[config.mk]
export PLATFORM = sky130hd
export DESIGN_NAME = z80_bus_write_cycle
export DESIGN_NICKNAME = d
export VERILOG_FILES = /design/src/rtl/z80_bus_pkg.sv /design/src/rtl/z80_tcycle_counter.sv /design/src/rtl/z80_bus_write_cycle.sv
export SDC_FILE = /design/constraint.sdc
export NUM_CORES = 1
export LEC_CHECK = 0
export CORE_MARGIN = 3
export CORE_UTILIZATION = 40
export CTS_CLUSTER_SIZE = 25
export DETAILED_ROUTE_END_ITERATION = 12
export PLACE_DENSITY_LB_ADDON = 0.1
export SYNTH_ARGS = -nofsm -noshare
export SYNTH_HDL_FRONTEND = slang
export SYNTH_SLANG_ARGS = --single-unit
[constraint.sdc]
create_clock -name clk -period 1.7 [get_ports clk]
set_input_delay 0.34 -clock clk [delete_from_list [all_inputs] [get_ports clk]]
set_output_delay 0.34 -clock clk [all_outputs]
set_load 0.005 [all_outputs]
[src/rtl/z80_bus_pkg.sv]
// Shared types for the Z80 external bus sequencers.
// Phase states, z80fi cycle types and nominal T-state counts.
package z80_bus_pkg;

    typedef enum logic [3:0] {
        ST_IDLE,
        ST_T1H,
        ST_T1L,
        ST_T2H,
        ST_T2L,
        ST_TWH,
        ST_TWL,
        ST_T3H,
        ST_T3L
    } tstate_t;

    typedef enum logic [2:0] {
        CYCLE_NONE   = 3'd0,
        CYCLE_FETCH  = 3'd1,
        CYCLE_RD_MEM = 3'd2,
        CYCLE_WR_MEM = 3'd3,
        CYCLE_RD_IO  = 3'd4,
        CYCLE_WR_IO  = 3'd5
    } cycle_t;

    localparam int TC_MEM_WR = 3;
    localparam int TC_IO_WR  = 4;

    // High phase of any T-state; each one counts one T-state.
    function automatic logic is_h_phase(input tstate_t s);
        return (s == ST_T1H) || (s == ST_T2H) ||
               (s == ST_TWH) || (s == ST_T3H);
    endfunction

endpackage

[src/rtl/z80_tcycle_counter.sv]
// Saturating T-state counter shared by the bus sequencers.
// A clear in the same clk as an increment counts that T-state.
module z80_tcycle_counter #(
    parameter int TC_W = 4
) (
    input  logic            clk,
    input  logic            reset_n,
    input  logic            clr,
    input  logic            inc,
    output logic [TC_W-1:0] count
);

    localparam logic [TC_W-1:0] MAX = '1;
    localparam logic [TC_W-1:0] ONE = {{(TC_W-1){1'b0}}, 1'b1};

    // Count H phases, never wrapping past all-ones.
    always_ff @(posedge clk or negedge reset_n) begin
        if (!reset_n) begin
            count <= '0;
        end else if (clr) begin
            count <= inc ? ONE : '0;
        end else if (inc && (count != MAX)) begin
            count <= count + ONE;
        end
    end

endmodule

[src/rtl/z80_bus_write_cycle.sv]
// Z80 write M-cycle sequencer (memory write and OUT).
// Drives address, data and strobes per half T-state.
module z80_bus_write_cycle
    import z80_bus_pkg::*;
#(
    parameter int TC_W = 4
) (
    input  logic            clk,
    input  logic            reset_n,
    input  logic            req,
    input  logic [15:0]     req_addr,
    input  logic [7:0]      req_data,
    input  logic            req_io,
    output logic            ready,
    output logic            done,
    output logic [TC_W-1:0] tcycles,
    output logic [15:0]     bus_addr,
    output logic [7:0]      bus_dout,
    output logic            bus_doe,
    output logic            mreq_n,
    output logic            iorq_n,
    output logic            wr_n,
    input  logic            wait_n
);

    tstate_t         state;
    tstate_t         nxt;
    cycle_t          cyc_q;
    logic [7:0]      data_q;
    logic [TC_W-1:0] cnt;
    logic            is_io;
    logic            mreq_d;
    logic            iorq_d;
    logic            wr_d;
    logic            doe_d;

    assign is_io = (cyc_q == CYCLE_WR_IO);

    // Phase sequencing; I/O always takes one wait state.
    always_comb begin
        nxt = state;
        unique case (state)
            ST_IDLE: nxt = req ? ST_T1H : ST_IDLE;
            ST_T1H:  nxt = ST_T1L;
            ST_T1L:  nxt = ST_T2H;
            ST_T2H:  nxt = ST_T2L;
            ST_T2L:  nxt = (is_io || !wait_n) ? ST_TWH : ST_T3H;
            ST_TWH:  nxt = ST_TWL;
            ST_TWL:  nxt = wait_n ? ST_T3H : ST_TWH;
            ST_T3H:  nxt = ST_T3L;
            ST_T3L:  nxt = req ? ST_T1H : ST_IDLE;
            default: nxt = ST_IDLE;
        endcase
    end

    // Strobe and data-enable levels for the phase being entered.
    always_comb begin
        mreq_d = !is_io && (nxt inside {ST_T1L, ST_T2H, ST_T2L,
                                        ST_TWH, ST_TWL, ST_T3H});
        iorq_d = is_io && (nxt inside {ST_T2H, ST_T2L,
                                       ST_TWH, ST_TWL, ST_T3H});
        wr_d   = (nxt inside {ST_T2L, ST_TWH, ST_TWL, ST_T3H}) ||
                 (is_io && (nxt == ST_T2H));
        doe_d  = (nxt inside {ST_T1L, ST_T2H, ST_T2L, ST_TWH,
                              ST_TWL, ST_T3H, ST_T3L}) ||
                 ((nxt == ST_T1H) && (state == ST_T3L));
    end

    z80_tcycle_counter #(
        .TC_W (TC_W)
    ) u_tc (
        .clk     (clk),
        .reset_n (reset_n),
        .clr     (nxt == ST_T1H),
        .inc     (is_h_phase(nxt)),
        .count   (cnt)
    );

    // State, request latches and registered bus outputs.
    always_ff @(posedge clk or negedge reset_n) begin
        if (!reset_n) begin
            state    <= ST_IDLE;
            cyc_q    <= CYCLE_WR_MEM;
            data_q   <= '0;
            ready    <= 1'b1;
            done     <= 1'b0;
            tcycles  <= '0;
            bus_addr <= '0;
            bus_dout <= '0;
            bus_doe  <= 1'b0;
            mreq_n   <= 1'b1;
            iorq_n   <= 1'b1;
            wr_n     <= 1'b1;
        end else begin
            state   <= nxt;
            ready   <= (nxt == ST_IDLE) || (nxt == ST_T3L);
            done    <= (nxt == ST_T3L);
            bus_doe <= doe_d;
            mreq_n  <= !mreq_d;
            iorq_n  <= !iorq_d;
            wr_n    <= !wr_d;
            if (nxt == ST_T1H) begin
                cyc_q    <= req_io ? CYCLE_WR_IO : CYCLE_WR_MEM;
                data_q   <= req_data;
                bus_addr <= req_addr;
            end
            if (nxt == ST_T1L) begin
                bus_dout <= data_q;
            end
            if (nxt == ST_T3L) begin
                tcycles <= cnt;
            end
        end
    end

endmodule

Yosys cells after proc, flatten, opt, wreduce, memory -nomap -nowiden
Cells that the tools add are included.
{"block": "totals", "output_inout_bits": 34, "inputBits": 29, "register_bits": 53}
{"block": "classes", "addsub": 1, "reduce_logical": 25, "eq_ne": 18, "n_mux": 8}
{"op": "$eq 4x3->1 const B", "n": 8}
{"op": "$pmux 4 s8", "n": 1}
{"op": "$eq 4x2->1 const B", "n": 4}
{"op": "$eq 4x1->1 const B", "n": 2}
{"op": "$eq 4x4->1 const B", "n": 2}
{"op": "$logic_not 4->1", "n": 2}
{"op": "$mux 4", "n": 2}
{"op": "$logic_or 1x1->1", "n": 7}
{"op": "$reduce_bool 7->1", "n": 1}
{"op": "$reduce_bool 6->1", "n": 1}
{"op": "$logic_and 1x1->1", "n": 5}
{"op": "$logic_not 1->1", "n": 5}
{"op": "$reduce_bool 5->1", "n": 1}
{"op": "$add 4x1->4 const B", "n": 1}
{"op": "$mux 2", "n": 2}
{"op": "$ne 4x4->1 const B", "n": 1}
{"op": "$reduce_bool 4->1", "n": 1}
{"op": "$eq 3x3->1 const B", "n": 1}
{"op": "$mux 3", "n": 1}
{"op": "$mux 1", "n": 2}
{"op": "$reduce_bool 2->1", "n": 1}
{"op": "$reduce_or 2->1", "n": 1}

Longest topological paths before layout
Gate-level depths: netlist of run 1.
{"block": "logic_depth", "word_depth": 11, "depth_mapped": 4, "depth_no_buf": 4}

Cells and area by module
From an unflattened synthesis of run 1, not the netlist that was laid out.
{"block": "hier_totals", "cells_unflattened": 146, "area_unflattened_um2": 2172.1}
{"mod": "z80_bus_write_cycle", "instances": 1, "area_each_um2": 1955.6, "cells_per_inst": 124}
{"mod": "z80_tcycle_counter", "instances": 1, "area_each_um2": 216.5, "cells_per_inst": 22}

Worst setup path after synthesis of run 1
Ideal clock, no wire load.
{"block": "synth_path", "kind": "flip-flop to flip-flop", "startpoint": "register state[1]", "endpoint": "register u_tc.count[2]", "setup_time_ps": 125, "required_ps": 1575, "setup_slack_ps": 102, "t_arrival_ps": 1474, "path_stages_with_launch": 4, "cell_sequence": "dfrtp_1 > or3b_2 > a211oi_2 > mux2_2"}
{"block": "synth_between", "elab_chain_len": 9, "word_cells_on_any_way": 21, "classes_between": "eq/ne: 12; mux: 2; reduce/logical: 7"}
{"item": "start, declared", "line": "z80_bus_write_cycle.sv:26", "source": "tstate_t state;"}
{"item": "start signal, assigned", "line": "z80_bus_write_cycle.sv:95", "source": "state <= nxt;"}
{"item": "$eq 4x4->1 / $logic_not 4->1 (equally long branches)", "line": "z80_bus_write_cycle.sv:42", "source": "unique case (state)"}
{"item": "$reduce_or 2->1 (no line)"}
{"item": "$pmux 4 s8 *", "line": "z80_bus_write_cycle.sv:42"}
{"item": "$eq 4x1->1 / $eq 4x2->1 (equally long branches)", "line": "z80_bus_pkg.sv:31, z80_bus_write_cycle.sv:74"}
{"item": "$logic_or 1x1->1 (2 in series)", "line": "z80_bus_pkg.sv:31", "source": "return (s == ST_T1H) || (s == ST_T2H) ||"}
{"item": "$logic_or 1x1->1", "line": "z80_bus_pkg.sv:32", "source": "(s == ST_TWH) || (s == ST_T3H);"}
{"item": "$logic_and 1x1->1", "line": "z80_tcycle_counter.sv:22", "source": "end else if (inc && (count != MAX)) begin"}
{"item": "$reduce_bool 2->1 (no line)"}
{"item": "end signal, assigned", "line": "z80_tcycle_counter.sv:21", "source": "count <= inc ? ONE : '0;"}
{"item": "end signal, assigned", "line": "z80_tcycle_counter.sv:23", "source": "count <= count + ONE;"}
{"item": "end, declared", "line": "z80_tcycle_counter.sv:10", "source": "output logic [TC_W-1:0] count"}
Every way passes the cells marked *; elsewhere a longest branch is shown, timed or not.
A chain may end at the register's enable or synchronous reset.

Worst setup path in the final report of run 1
{"block": "layout_path", "startpoint": "input req", "endpoint": "register bus_addr[14]"}
{"block": "layout_between", "elab_chain_len": 3}
{"item": "start, declared", "line": "z80_bus_write_cycle.sv:10", "source": "input logic req,"}
{"item": "$mux 1", "line": "z80_bus_write_cycle.sv:43, z80_bus_write_cycle.sv:51"}
{"item": "$pmux 4 s8", "line": "z80_bus_write_cycle.sv:42"}
{"item": "$eq 4x1->1", "line": "z80_bus_write_cycle.sv:102", "source": "if (nxt == ST_T1H) begin"}
{"item": "end signal, assigned", "line": "z80_bus_write_cycle.sv:105", "source": "bus_addr <= req_addr;"}
{"item": "end, declared", "line": "z80_bus_write_cycle.sv:17", "source": "output logic [15:0] bus_addr,"}
No other way between the ends.

==> results.json, run 1 <==
{
  "synth.top_cells.by_count": "dfrtp_1 (47), mux2_2 (38), a21oi_1 (6)",
  "synthMostInstantiatedCell": "dfrtp_1",
  "crit_start": "req",
  "required_ns": 1.88,
  "ir_worst_vdd_mv": 0.9390,
  "grt_usage": 0.1502,
  "dr.pass1.iters": 4,
  "r2r-start": "state[1]$_DFF_PN0_",
  "die-area_mm2": 0.006269,
  "utilization": 0.5859,
  "worstSetupEndpointType": "flop",
  "cts_tree": "yes",
  "period_share": 0.9686,
  "powerDensity_mw_per_mm2": 1812,
  "drc": 0,
  "synthArstFlopShare": 1.000,
  "rsz0062_at_grt": "no",
  "drive_gt1_frac": 0.3053,
  "crit_end": "bus_addr[14]$_DFFE_PN0N_",
  "initial_core_util": 0.4167,
  "synth_area_leaders": "dfrtp_1 (55%), mux2_2 (20%), dfstp_2 (6.1%)",
  "slowest_stage": "clkdlybuf4s50_1",
  "nNetsFinal": 255,
  "wl_um": 4342,
  "startpoint_type": "input port",
  "synth_edf_count": 0,
  "synthFlopType": "dfrtp_1",
  "synth_top_area_frac": 0.5491,
  "leakagePower_nw": 1.250,
  "drt_iter0_drc": 36,
  "clock_latency_ns": 0.29,
  "root_buffer": "clkbuf_8",
  "synth_cells": 151,
  "clk_pin_slew_ns": 0.08,
  "die_x_um": 79.18,
  "crit_chain": "clkdlybuf4s50_1, buf_4, nor4b_4, buf_12, mux2_2",
  "crit_fanout": 33,
  "worst_pin_slew_ns": 0.4616,
  "clock_skew_ns": 0.001983,
  "cts_made_buffers": 5,
  "setup_viol": 0,
  "yosysSeqAreaShare": 0.6104,
  "mappedNetlistNets": 181,
  "yosysUniqueCellTypes": 35,
  "via_per_inst": 4.868,
  "antenna_found_initial": 0,
  "grt_max_degree": 34,
  "syn_area_mm2": 0.002142,
  "path_class": "input port to flop",
  "area_growth_pct": 40.60,
  "core-area_mm2": 0.005140,
  "worstPathArrival_ns": 1.82,
  "cts-htree-levels": 2,
  "diodes": 0,
  "overflow": 0,
  "status": "complete, no violations",
  "die_h_um": 79.18,
  "grt_pass1_wl_um": 7389,
  "postSynthAreaPerCell_um2": 14.19,
  "period_needed_ns": 1.647,
  "row_count": 26,
  "fillerInstances": 451,
  "ys_ff_latch": 52,
  "cp_slowest_stage_delay_ns": 0.48,
  "grt_pass1_vias": 1589,
  "r2r_slack_ns": 0.07,
  "hp-class": "flop to flop",
  "r2r_end": "bus_addr[14]$_DFFE_PN0N_",
  "yosys_warnings": 0,
  "place.detailed.hpwl_um": 3302,
  "drv_slew": 0,
  "cts.sinks": 52,
  "max_cap_viol_count": 0,
  "yosysTopAreaCell": "dfrtp_1",
  "dr_total_vias": 1441,
  "cts_max_path_buffers": 2,
  "finalPower_mw": 5.456,
  "relSlewSlack": 0.6922,
  "clock.fmax_ghz": 0.6073,
  "hold_viol": 0,
  "port_buffers": 62,
  "drtAntennaViolNets": 0,
  "wl_per_cell_um": 14.67,
  "reg2reg_depth": 4,
  "ioPinCount": 63,
  "gp_congestion": 0.8089
}
==> layer usage <==
metal	part of all wire	track usage
met1	0.40	0.1664
met2	0.55	0.2795
met3	0.053	0.04535
met4	0.0044	0.03608
met5	0	0
==> cell type report <==
cell class / instances / area [um^2] / share of cell area
flip-flops and latches: 52 / 1309 / 0.4346
multi-input cells: 88 / 789.5 / 0.2622
repair buffers: 74 / 720.7 / 0.2393
clock buffers: 8 / 90.09 / 0.02991
well taps: 70 / 87.58 / 0.02908
inverters: 4 / 15.01 / 0.004985
==> flip-flops by register name, indices dropped and copies added, names as in the netlist <==
| name | cells |
|---|---|
| bus_addr | 16 |
| tcycles | 4 |
| mreq_n | 1 |
| state | 4 |
| ready | 1 |
| bus_doe | 1 |
| wr_n | 1 |
| iorq_n | 1 |
| cyc_q | 2 |
| done | 1 |
| bus_dout | 8 |
| data_q | 8 |
| u_tc.count | 4 |
==> worst max-delay path, delay by kind of cell <==
kind                   cells  cell delay [ns]
buffers and inverters      3             0.86
muxes                      1             0.36
and+or+nand+nor            1             0.25
==> timing repair <==
item	4_1_cts	5_1_grt
hold buffers	1	0
resized for setup	0	2
setup buffers	0	0
setup endpoints to repair	0	9
hold endpoints to repair	14	0
==> cell families (layout without fill, tap and decap cells) <==
group | Yosys count | after routing | share of synthesized area
mux | 41 | 41 | 0.2138
simple gates | 24 | 24 | 0.07827
buf+inv | 11 | 86 | 0.02219
compound gates | 21 | 21 | 0.06543
fa+ha+maj | 1 | 1 | 0.005840
flops | 52 | 52 | 0.6104
xor+xnor | 1 | 1 | 0.004090
==> where the power goes <==
| group | leakage (nW) | switching, mW | total, mW | internal (mW) |
|---|---|---|---|---|
| combinational | 0.587 | 0.903 | 2.49 | 1.58 |
| clock | 0.0455 | 0.365 | 0.697 | 0.333 |
| sequential | 0.617 | 0.376 | 2.27 | 1.90 |
| total | 1.25 | 1.64 | 5.46 | 3.81 |
==> per-stage QoR <==
stage / cell area (um^2) / TNS, ns / hold slack (ns) / instances / setup WS [ns]
floorplan: 2142 / 0 / 0.04441 / 151 / 0.1017
global placement: 2908 / -6.190 / 0.3116 / 287 / -0.2664
detailed placement: 2908 / -6.862 / 0.3181 / 287 / -0.2875
CTS: 3008 / 0 / 0.5085 / 296 / 0.03047
global route: 3012 / 0 / 0.5245 / 296 / 0.009655
finish: 3012 / 0 / 0.5083 / 296 / 0.05345
==> cell usage in the layout (no fill, tap or decap), types with 4 or more instances in the layout <==
cell type / synthesis / routed
a21oi_1: 6 / 6
buf_4: 0 / 10
dfrtp_1: 47 / 46
dfstp_2: 5 / 5
nor2_1: 5 / 5
clkdlybuf4s50_1: 0 / 61
clkbuf_8: 0 / 6
mux2_2: 38 / 38
o21ai_0: 4 / 4
==> worst min path at each step <==
stage                                         from                        to  slack (ns)  depth (start not counted)
after floorplan                            reset_n   bus_addr[0]$_DFFE_PN0N_        0.04                          0
after global placement                     reset_n            done$_DFF_PN0_        0.31                          1
after detailed placement                   reset_n        state[2]$_DFF_PN0_        0.32                          1
after CTS                    data_q[6]$_DFFE_PN0N_   bus_dout[6]$_DFFE_PN0N_        0.51                          1
after global routing      bus_addr[12]$_DFFE_PN0N_  bus_addr[12]$_DFFE_PN0N_        0.52                          1
final                        data_q[3]$_DFFE_PN0N_     data_q[3]$_DFFE_PN0N_        0.51                          1
(Power assumes the default switching activity.)
==> run 2: changes to the inputs <==
Settings changed: PLACE_DENSITY from default to 0.69, PLACE_DENSITY_LB_ADDON 0.1 to default.
==> results.json, run 2 (same netlist as run 1, synthesis figures left out) <==
{
  "status": "complete, no violations",
  "die-area_mm2": 0.006269,
  "path_depth": 4,
  "port_buffers": 62,
  "wl_met1_um": 1864,
  "r2r_slack_ns": 0.07,
  "slowest_stage": "or3b_2",
  "hold_viol": 0,
  "worstSetupEndpointType": "flop",
  "fin_ws_ns": 0.02442,
  "relSlewSlack": 0.6919,
  "drtAntennaViolNets": 0,
  "largest_register_ff_count": 16,
  "cts_made_buffers": 5,
  "layout_common_cells": "clkdlybuf4s50_1 (59), dfrtp_1 (47), mux2_2 (38)",
  "drv_slew": 0,
  "layout_commonest_cell": "clkdlybuf4s50_1",
  "max_cap_viol_count": 0,
  "overflow": 0,
  "initial_core_util": 0.4167,
  "root_buffer": "clkbuf_8",
  "crit_chain": "clkdlybuf4s50_1, or3b_2, a211oi_2, mux2_2",
  "r2r_end": "u_tc.count[2]$_DFFE_PN0P_",
  "cts_max_path_buffers": 2,
  "crit_buf_inv": 1,
  "fin_cells": 295,
  "period_share": 0.9856,
  "die_x_um": 79.18,
  "cts_tree": "yes",
  "diodes": 0,
  "crit_family": "simple AND/OR/NAND/NOR gates",
  "clk_pin_slew_ns": 0.09,
  "hp-class": "input port to async pin",
  "largest-register": "bus_addr",
  "ir_worst_vdd_mv": 0.7484,
  "top_layer": "met4",
  "grt_pass1_wl_um": 7507,
  "setup_viol": 0,
  "drc": 0,
  "grt_max_degree": 34,
  "placed_cells": 286,
  "clock_latency_ns": 0.29,
  "powerDensity_mw_per_mm2": 1818,
  "required_ns": 1.88,
  "nNetsFinal": 254,
  "row_count": 26,
  "rsz0062_at_grt": "no",
  "cp_slowest_stage_delay_ns": 0.49,
  "leakagePower_nw": 1.257,
  "core-area_mm2": 0.005140,
  "wl_per_cell_um": 14.83,
  "area_growth_pct": 40.30,
  "worst_pin_slew_ns": 0.4622,
  "r2r-start": "state[1]$_DFF_PN0_",
  "via_per_inst": 4.939,
  "gp_congestion": 0.8186,
  "clock.fmax_ghz": 0.5968,
  "period_needed_ns": 1.676,
  "drive_gt1_frac": 0.2978,
  "ioPinCount": 63,
  "pre_cts_ws_ns": -0.2790,
  "place.detailed.hpwl_um": 3227,
  "wl_um": 4376,
  "drt_iter0_drc": 70,
  "reg_top3": "bus_addr x16, bus_dout x8, data_q x8",
  "antenna_found_initial": 0,
  "cts-htree-levels": 2,
  "die_h_um": 79.18,
  "clock_skew_ns": 0.007300,
  "dr.pass1.iters": 4,
  "crit_fanout": 3,
  "grt_pass1_vias": 1617,
  "dr_wl_met2_um": 2308,
  "finalPower_mw": 5.465,
  "reg2reg_depth": 3,
  "grt_usage": 0.1517,
  "path_class": "input port to flop",
  "worstPathArrival_ns": 1.86,
  "startpoint_type": "input port",
  "wl_met3_um": 192,
  "dr_total_vias": 1457,
  "fin_tns_setup_ns": 0,
  "cts.sinks": 52
}
==> run 2: per-stage QoR <==
| stage | hold slack, ns | area [um^2] | util |
|---|---|---|---|
| after floorplan | 0.04441 | 2142 | - |
| after global placement | 0.2945 | 2900 | 0.5643 |
| after detailed placement | 0.2976 | 2900 | 0.5643 |
| after CTS | 0.5054 | 3000 | 0.5837 |
| after global routing | 0.5166 | 3005 | 0.5847 |
| final | 0.5061 | 3005 | 0.5847 |
==> run 2: how the worst max path moves through the flow <==
stage                       startpoint                        end  slack [ns]
global route                       req  u_tc.count[2]$_DFFE_PN0P_       0.002
CTS                   mreq_n$_DFF_PN1_                     mreq_n        0.03
finish                             req  u_tc.count[2]$_DFFE_PN0P_        0.02
detailed placement                 req  u_tc.count[2]$_DFFE_PN0P_       -0.28
global placement                   req  u_tc.count[2]$_DFFE_PN0P_       -0.27
floorplan           state[1]$_DFF_PN0_  u_tc.count[2]$_DFFE_PN0P_        0.10
==> run 2: what timing repair did <==
item / CTS / global route
setup endpoints to repair: 0 / 2
hold buffers: 1 / 0
buffers inserted: 0 / 0
hold endpoints to repair: 13 / 0
resized for setup: 0 / 2
==> run 2: metal layers <==
layer / global-route usage / vias to the layer above
li1: - / 680
met2: 0.2618 / 41
met4: 0.03608 / 0
met1: 0.1886 / 734
met5: 0 / -
met3: 0.04195 / 2
==> run 2: report_power, final <==
| part | switching [mW] | internal [mW] | leakage (nW) |
|---|---|---|---|
| clock network | 0.368 | 0.333 | 0.0455 |
| registers | 0.404 | 1.89 | 0.618 |
| logic | 0.904 | 1.56 | 0.593 |
| total | 1.68 | 3.79 | 1.26 |
==> run 2: area by class of cell <==
class	instances	area, um^2
Tap cell	70	87.58
Inverter	4	15.01
Sequential cell	52	1308
Multi-Input combinational cell	88	787.0
Timing Repair Buffer	73	718.2
Fill cell	423	2135
Clock buffer	8	90.09
==> run 2: worst register-to-register path: cells and delay by family (launching register included) <==
family	cells	cell delay, ns
AO/OA/AOI/OAI	1	0.21
flip-flops	1	0.44
multiplexers	1	0.35
AND/OR/NAND/NOR	1	0.53
==> run 3: changes to the inputs <==
Settings changed: CORE_UTILIZATION 40 to 30, PLACE_DENSITY 0.69 to 0.54.
==> results.json, run 3 (same netlist as run 1, synthesis figures left out) <==
{
  "hold_buffers": 0,
  "via_per_inst": 4.526,
  "startpoint_type": "flop",
  "max_cap_viol_count": 0,
  "reg_top3": "bus_addr x16, bus_dout x8, data_q x8",
  "grt_pass1_wl_um": 7258,
  "period_share": 0.9681,
  "cts_made_buffers": 5,
  "largest-register": "bus_addr",
  "crit_fanout": 1,
  "layout_commonest_cell": "clkdlybuf4s50_1",
  "status": "complete, no violations",
  "core-area_mm2": 0.006869,
  "worst_pin_slew_ns": 0.3649,
  "worstSetupEndpointType": "output pin",
  "crit_buf_inv": 1,
  "crit_family": "flip-flops",
  "drc": 0,
  "hold_viol": 0,
  "row_count": 30,
  "overflow": 0,
  "antenna_found_initial": 0,
  "path_depth": 1,
  "dr_total_vias": 1453,
  "clock_latency_ns": 0.29,
  "area_growth_pct": 41.82,
  "hp-class": "input port to async pin",
  "diodes": 0,
  "clock_skew_ns": 0.002680,
  "relSlewSlack": 0.7554,
  "leakagePower_nw": 1.247,
  "grt_pass1_vias": 1438,
  "utilization": 0.4423,
  "dr.pass1.iters": 4,
  "cts_tree": "yes",
  "cp_slowest_stage_delay_ns": 0.52,
  "clock.fmax_ghz": 0.6076,
  "port_buffers": 62,
  "layout_common_cells": "clkdlybuf4s50_1 (60), dfrtp_1 (47), mux2_2 (38)",
  "place.detailed.hpwl_um": 3020,
  "path_class": "flop to output pin",
  "die-area_mm2": 0.008190,
  "largest_register_ff_count": 16,
  "rsz0062_at_grt": "no",
  "drtAntennaViolNets": 0,
  "ir_worst_vdd_mv": 0.5098,
  "cts-htree-levels": 2,
  "drt_iter0_drc": 63,
  "reg2reg_depth": 4,
  "period_needed_ns": 1.646,
  "worstPathArrival_ns": 1.31,
  "cts_max_path_buffers": 2,
  "nNetsFinal": 254,
  "ioPinCount": 63,
  "wl_per_cell_um": 13.43,
  "root_buffer": "clkbuf_8",
  "setup_viol": 0,
  "initial_core_util": 0.3118,
  "drv_slew": 0,
  "grt_max_degree": 53,
  "drive_gt1_frac": 0.2978,
  "die_x_um": 90.50,
  "powerDensity_mw_per_mm2": 1785,
  "wl_um": 4310,
  "gp_congestion": 0.7249,
  "finalPower_mw": 5.424,
  "die_h_um": 90.50,
  "clk_pin_slew_ns": 0.09,
  "slowest_stage": "dfstp_2",
  "cts.sinks": 52,
  "required_ns": 1.36,
  "crit_chain": "clkdlybuf4s50_1",
  "grt_usage": 0.1096
}
-- run 3: cell count changes in the layout (fill, tap and decap cells not counted), sizes merged --
cell           before  now
clkdlybuf4s50      59   60
dlygate4sd3         1    0
dlymetal6s2s        2    1
buf                11   12
-- run 3: cell type report --
cell class | instances | area (um^2)
fillers | 657 | 3831
flip-flops and latches | 52 | 1308
clock buffers | 8 | 80.08
multi-input cells | 88 | 789.5
inverters | 4 | 15.01
repair buffers | 73 | 725.7
well taps | 96 | 120.1
-- run 3: final timing paths --
| path | start | end | slack, ns |
|---|---|---|---|
| max in group asynchronous | reset_n | cyc_q[1]$_DFFE_PN1N_ | 1.40 |
| max | mreq_n$_DFF_PN1_ | mreq_n | 0.05 |
| min in group clk | cyc_q[1]$_DFFE_PN1N_ | cyc_q[1]$_DFFE_PN1N_ | 0.50 |
| min reg2reg | cyc_q[1]$_DFFE_PN1N_ | cyc_q[1]$_DFFE_PN1N_ | 0.50 |
| max reg2reg | state[0]$_DFF_PN0_ | bus_dout[4]$_DFFE_PN0N_ | 0.11 |
| min | reset_n | bus_doe$_DFF_PN0_ | 0.02 |
-- run 3: repair_timing --
item	in CTS	in global routing
setup buffers	0	0
resized for setup	0	2
endpoints found under the setup margin	0	2
-- run 3: per-stage QoR --
step / area, um^2 / cells / hold slack (ns) / worst slack (ns) / setup TNS [ns]
after floorplan: 2142 / 151 / 0.04441 / 0.1017 / 0
after global placement: 2953 / 313 / 0.3600 / -0.2848 / -6.921
after detailed placement: 2953 / 313 / 0.3556 / -0.2832 / -6.233
after CTS: 3033 / 321 / 0.02751 / 0.02593 / 0
after global routing: 3038 / 321 / 0.02755 / 0.004699 / 0
final: 3038 / 321 / 0.02292 / 0.05429 / 0
-- run 3: where the power goes --
| part | internal [mW] | total, mW | switching, mW |
|---|---|---|---|
| logic | 1.59 | 2.49 | 0.896 |
| registers | 1.89 | 2.27 | 0.375 |
| clock network | 0.293 | 0.667 | 0.373 |
| total | 3.78 | 5.42 | 1.64 |
-- run 3: routing by layer --
| layer | global-route usage | wire [um] |
|---|---|---|
| met5 | 0 | 0 |
| met4 | 0.04209 | 72 |
| met3 | 0.03833 | 230 |
| met2 | 0.1680 | 2019 |
| met1 | 0.1420 | 1987 |
==> edit 1, RTL diff (config.mk and constraints of run 1) <==
`TC_W` is set to 4 in 2 places; all go to 3.
--- a/src/rtl/z80_tcycle_counter.sv
+++ b/src/rtl/z80_tcycle_counter.sv
@@ -3,3 +3,3 @@
 module z80_tcycle_counter #(
-    parameter int TC_W = 4
+    parameter int TC_W = 3
 ) (
--- a/src/rtl/z80_bus_write_cycle.sv
+++ b/src/rtl/z80_bus_write_cycle.sv
@@ -5,3 +5,3 @@
 #(
-    parameter int TC_W = 4
+    parameter int TC_W = 3
 ) (
Interface: changed (resized tcycles); port bits go from 63 to 62. No check against the original RTL was run, so the function may have changed too.
==> edit 1 against run 1 <==
- setup slack gained 0.0022 ns
- power shrank 7.4%
- maximum frequency grew 0.13%
- sequential power shrank 9.3%
- cell area shrank 3.4%
- core utilization grew 1.4 points
- routed wire length shrank 4.3%
- sequential cell count shrank 2
- critical path depth shrank 4
- area after synthesis shrank 3.9%
- register-to-register slack gained 0.09 ns
- critical path type is now reg2out
==> edit 1: results (changes against run 1) <==
number of library cell types mapped by synthesis=30 (-14%); pin count of the biggest net entering global routing=51 (+50%); power density normalized to cell area=1736 nW/µm² (-4.2%); longest individual stage delay on the worst path=0.53 ns (+0.05 ns); met2 usage=24.91% (-3.0 points); Total Routed Length=4157 µm (-4.3%); total leakage power=1.377 nW (+10%); power of the combinational group=2.17 mW (-13%); GR met1 Demand/Resource=20.33% (+3.7 points); routability cong.=0.8180 (+1.1%); buffers added on ports=61 (-1.6%); Synth top cells by count=sky130_fd_sc_hd__nand2_1, sky130_fd_sc_hd__dfrtp_1, sky130_fd_sc_hd__mux2_2; slowest cell on the critical path=sky130_fd_sc_hd__dfstp_2; slew at the pin closest to its max-slew limit=0.4173 ns (-0.04431 ns); met3 GRT Util=4.408% (-0.13 points); met2 wire length=2015 µm (-15%); worst flop-to-flop path startpoint=state[2]$_DFF_PN0_; type of the worst min-delay path=in2async; worst setup path end=iorq_n; DRT iter0 DRCs=47 (+31%); share of final-layout standard cells stronger than drive strength 1=13.91% (-17 points); Worst Skew=0.007286 ns (+0.005303 ns); clock distribution power=0.823 mW (+18%); gate family responsible for the most delay along the worst path=flip-flops; CP Launch Point=iorq_n$_DFF_PN1_; count of filler cells inserted in the layout=449 (-0.44%); cts bufs inserted=5 (unchanged); global-route wire length before repair=7507 µm (+1.6%); maximum VDD drop=0.6646 mV (-29%); HPWL after detailed placement=2936 µm (-11%); Synth async-reset ratio=100.0% (unchanged); number of detailed-routing iterations run before antenna repair=4 (unchanged); cells taking the most area after synthesis=sky130_fd_sc_hd__dfrtp_1, sky130_fd_sc_hd__nand2_1, sky130_fd_sc_hd__dfstp_2; worst reg2reg setup slack=0.16 ns (+0.09 ns); run status=finished, final reports clean; Seq/Total Area, Yosys=61.09% (about the same); Crit Path Max Fanout=1 (-97%); met1 wire length=1892 µm (+10%); cell area reported after detailed placement=2800 µm² (-3.7%); arrival time at the worst endpoint=1.30 ns (-0.52 ns); Reg2Reg Capture Point=bus_dout[3]$_DFFE_PN0P_; final-stage net count=296 (+16%); via count of the routed design=1513 (+5.0%); synthesized net count=227 (+25%); global routing usage summed across all routing layers=15.60% (+0.58 points); internal power of the cells=3.470 mW (-9.0%)
edit 1: logic make-up after synthesis:
logic type / Yosys count / share of synthesized area (%)
compound gates: 14 / 4.985
fa+ha+maj: 2 / 1.216
buf+inv: 13 / 3.404
flops: 50 / 61.09
mux: 12 / 6.322
simple gates: 105 / 22.98
edit 1: final cells by class:
class | count | area (µm²) | area share, %
Sequential cell | 50 | 1257 | 43.21
Inverter | 2 | 7.507 | 0.2580
Clock buffer | 6 | 72.57 | 2.494
Timing Repair Buffer | 73 | 720.7 | 24.76
Multi-Input combinational cell | 133 | 730.7 | 25.11
Tap cell | 67 | 83.83 | 2.880
Clock inverter | 2 | 37.54 | 1.290
edit 1: per-stage QoR:
step	instances	setup slack [ns]	util (%)	hold WS (ns)
6_report	333	0.05561	60.03	0.01624
5_1_grt	333	0.006802	60.03	0.02834
4_1_cts	333	0.03581	60.03	0.01343
3_5_place_dp	325	-0.1360	57.75	0.3481
3_3_place_gp	325	-0.1490	57.75	0.3518
2_1_floorplan	196	0.2036	-	0.04441
==> edit 2, RTL diff (config.mk and constraints of run 1) <==
Made on the original files. The 6 values of `cycle_t` get a Gray code encoding in 3 bits.
--- a/src/rtl/z80_bus_pkg.sv
+++ b/src/rtl/z80_bus_pkg.sv
@@ -17,8 +17,8 @@
     typedef enum logic [2:0] {
-        CYCLE_NONE   = 3'd0,
-        CYCLE_FETCH  = 3'd1,
-        CYCLE_RD_MEM = 3'd2,
-        CYCLE_WR_MEM = 3'd3,
-        CYCLE_RD_IO  = 3'd4,
-        CYCLE_WR_IO  = 3'd5
+        CYCLE_NONE   = 3'b000,
+        CYCLE_FETCH  = 3'b001,
+        CYCLE_RD_MEM = 3'b011,
+        CYCLE_WR_MEM = 3'b010,
+        CYCLE_RD_IO  = 3'b110,
+        CYCLE_WR_IO  = 3'b111
     } cycle_t;
Behaviour: no difference found for any inputs over 10 cycles, from zero or initial values and one cycle with reset_n low; not proved beyond that.
==> edit 2 against run 1 <==
- global-route usage fell by 0.072 points
- worst hold slack got worse by 0.060 ns
- count of clock-buffer cells in the layout did not move
- area after synthesis fell by 3.2%
- die area fell by 2.9%
- core utilization rose by 1.2 points
- cell area fell by 3.2%
- setup slack improved by 0.0043 ns
- sequential cell count fell by 1
- power fell by 7.8%
- routed wire length fell by 2.3%
- synthesized cell count rose by 34%
- critical path type is now reg2out
- largest cell class unchanged
==> edit 2: results (changes against run 1) <==
global-route wire length before repair=7265 µm (-1.7%); pin count of the biggest net entering global routing=41 (+21%); total leakage power=1.409 nW (+13%); worst reg2reg setup slack=0.09 ns (+0.02 ns); number of buffers on the longest clock path=2 (unchanged); maximum VDD drop=0.7891 mV (-16%); HPWL after detailed placement=2973 µm (-10%); Post-Place Setup Slack=-0.1650 ns (+0.1225 ns); number of library cell types mapped by synthesis=33 (-5.7%); cells on worst reg2reg path=5 (+1); Total Routed Length=4241 µm (-2.3%); Avg Cell Area, Syn=10.22 µm² (-28%); synthesized net count=233 (+29%); DRT iter0 DRCs=66 (+83%); total instance count after detailed placement=332 (+16%); Synth top cells by count=sky130_fd_sc_hd__nand2_1, sky130_fd_sc_hd__dfrtp_1, sky130_fd_sc_hd__mux2_2; arrival time at the worst endpoint=1.30 ns (-0.52 ns); global routing usage summed across all routing layers=14.95% (-0.072 points); slowest cell on the critical path=sky130_fd_sc_hd__dfstp_2; post-layout instance count excluding filler cells=341 (+15%); total number of yosys warnings=0 (unchanged); Reg2Reg Capture Point=u_tc.count[1]$_DFFE_PN0P_; final-stage net count=303 (+19%); Seq/Total Area, Yosys=61.76% (+0.72 points); routability cong.=0.7718 (-4.6%); share of final-layout standard cells stronger than drive strength 1=13.14% (-17 points); longest individual stage delay on the worst path=0.52 ns (+0.04 ns); gate family responsible for the most delay along the worst path=flip-flops; run status=finished, final reports clean; slew margin rel.=74.31% (+5.1 points); NetSw=1.625 mW (-1.1%); count of filler cells inserted in the layout=445 (-1.3%); cell area reported after detailed placement=2804 µm² (-3.6%); cells taking the most area after synthesis=sky130_fd_sc_hd__dfrtp_1, sky130_fd_sc_hd__nand2_1, sky130_fd_sc_hd__dfstp_2; mean number of vias per cell=4.581 (-5.9%); CP Launch Point=ready$_DFF_PN1_; worst flop-to-flop path startpoint=state[0]$_DFF_PN0_; type of the worst min-delay path=in2async
edit 2: kinds of logic (layout without fill, tap and decap cells):
family	after synthesis	count (layout)	share of synthesized area (%)
fa+ha+maj	1	1	0.6030
compound gates	15	15	5.187
buf+inv	15	86	3.860
xor+xnor	1	1	0.4223
mux	9	9	4.825
flops	51	51	61.76
simple gates	111	111	23.34
edit 2: power by group through the flow:
stage	Clock (mW)	Sequential (mW)	Combinational [mW]
global placement	0	2.14	2.16
CTS	0.769	2.14	2.21
finish	0.742	2.13	2.16
detailed placement	0	2.15	2.20
floorplan	0	2.09	1.14
global route	0.818	2.21	2.41
edit 2: area by class of cell:
cell class	count	area (µm²)	share of cell area, %
flip-flops and latches	51	1281	43.93
clock buffers	8	100.1	3.432
multi-input cells	137	713.2	24.45
repair buffers	74	723.2	24.80
inverters	4	15.01	0.5148
well taps	67	83.83	2.874
edit 2: routing by layer:
metal / track usage, % / share of wire (%) / vias to the layer above
li1: - / - / 788
met1: 16.90 / 44 / 729
met2: 26.20 / 48 / 38
met3: 5.505 / 6.7 / 7
met4: 4.720 / 1.3 / 0
met5: 0 / 0 / -
edit 2: what timing repair did:
item,in CTS,in global routing
endpoints found under the setup margin,0,1
hold buffers,1,0
setup buffers,0,0
hold endpoints to repair,10,0
gates resized for setup,0,1
edit 2: worst max-delay path by stage:
stage,slack [ns],to,depth (start not counted)
after floorplan,0.06,u_tc.count[2]$_DFFE_PN0P_,6
after global placement,-0.14,u_tc.count[1]$_DFFE_PN0P_,6
after detailed placement,-0.17,u_tc.count[1]$_DFFE_PN0P_,6
after CTS,0.03,mreq_n,1
after global routing,0.009,ready,1
final,0.06,ready,1
edit 2: metrics by stage:
stage,TNS [ns],utilization (%),power (mW),hold slack (ns)
global route,0,59.77,5.436,0.4711
floorplan,0,-,3.236,0.04441
CTS,0,59.72,5.117,0.4468
finish,0,59.77,5.031,0.4485
global placement,-3.297,57.46,4.299,0.2389
detailed placement,-3.238,57.46,4.352,0.2360
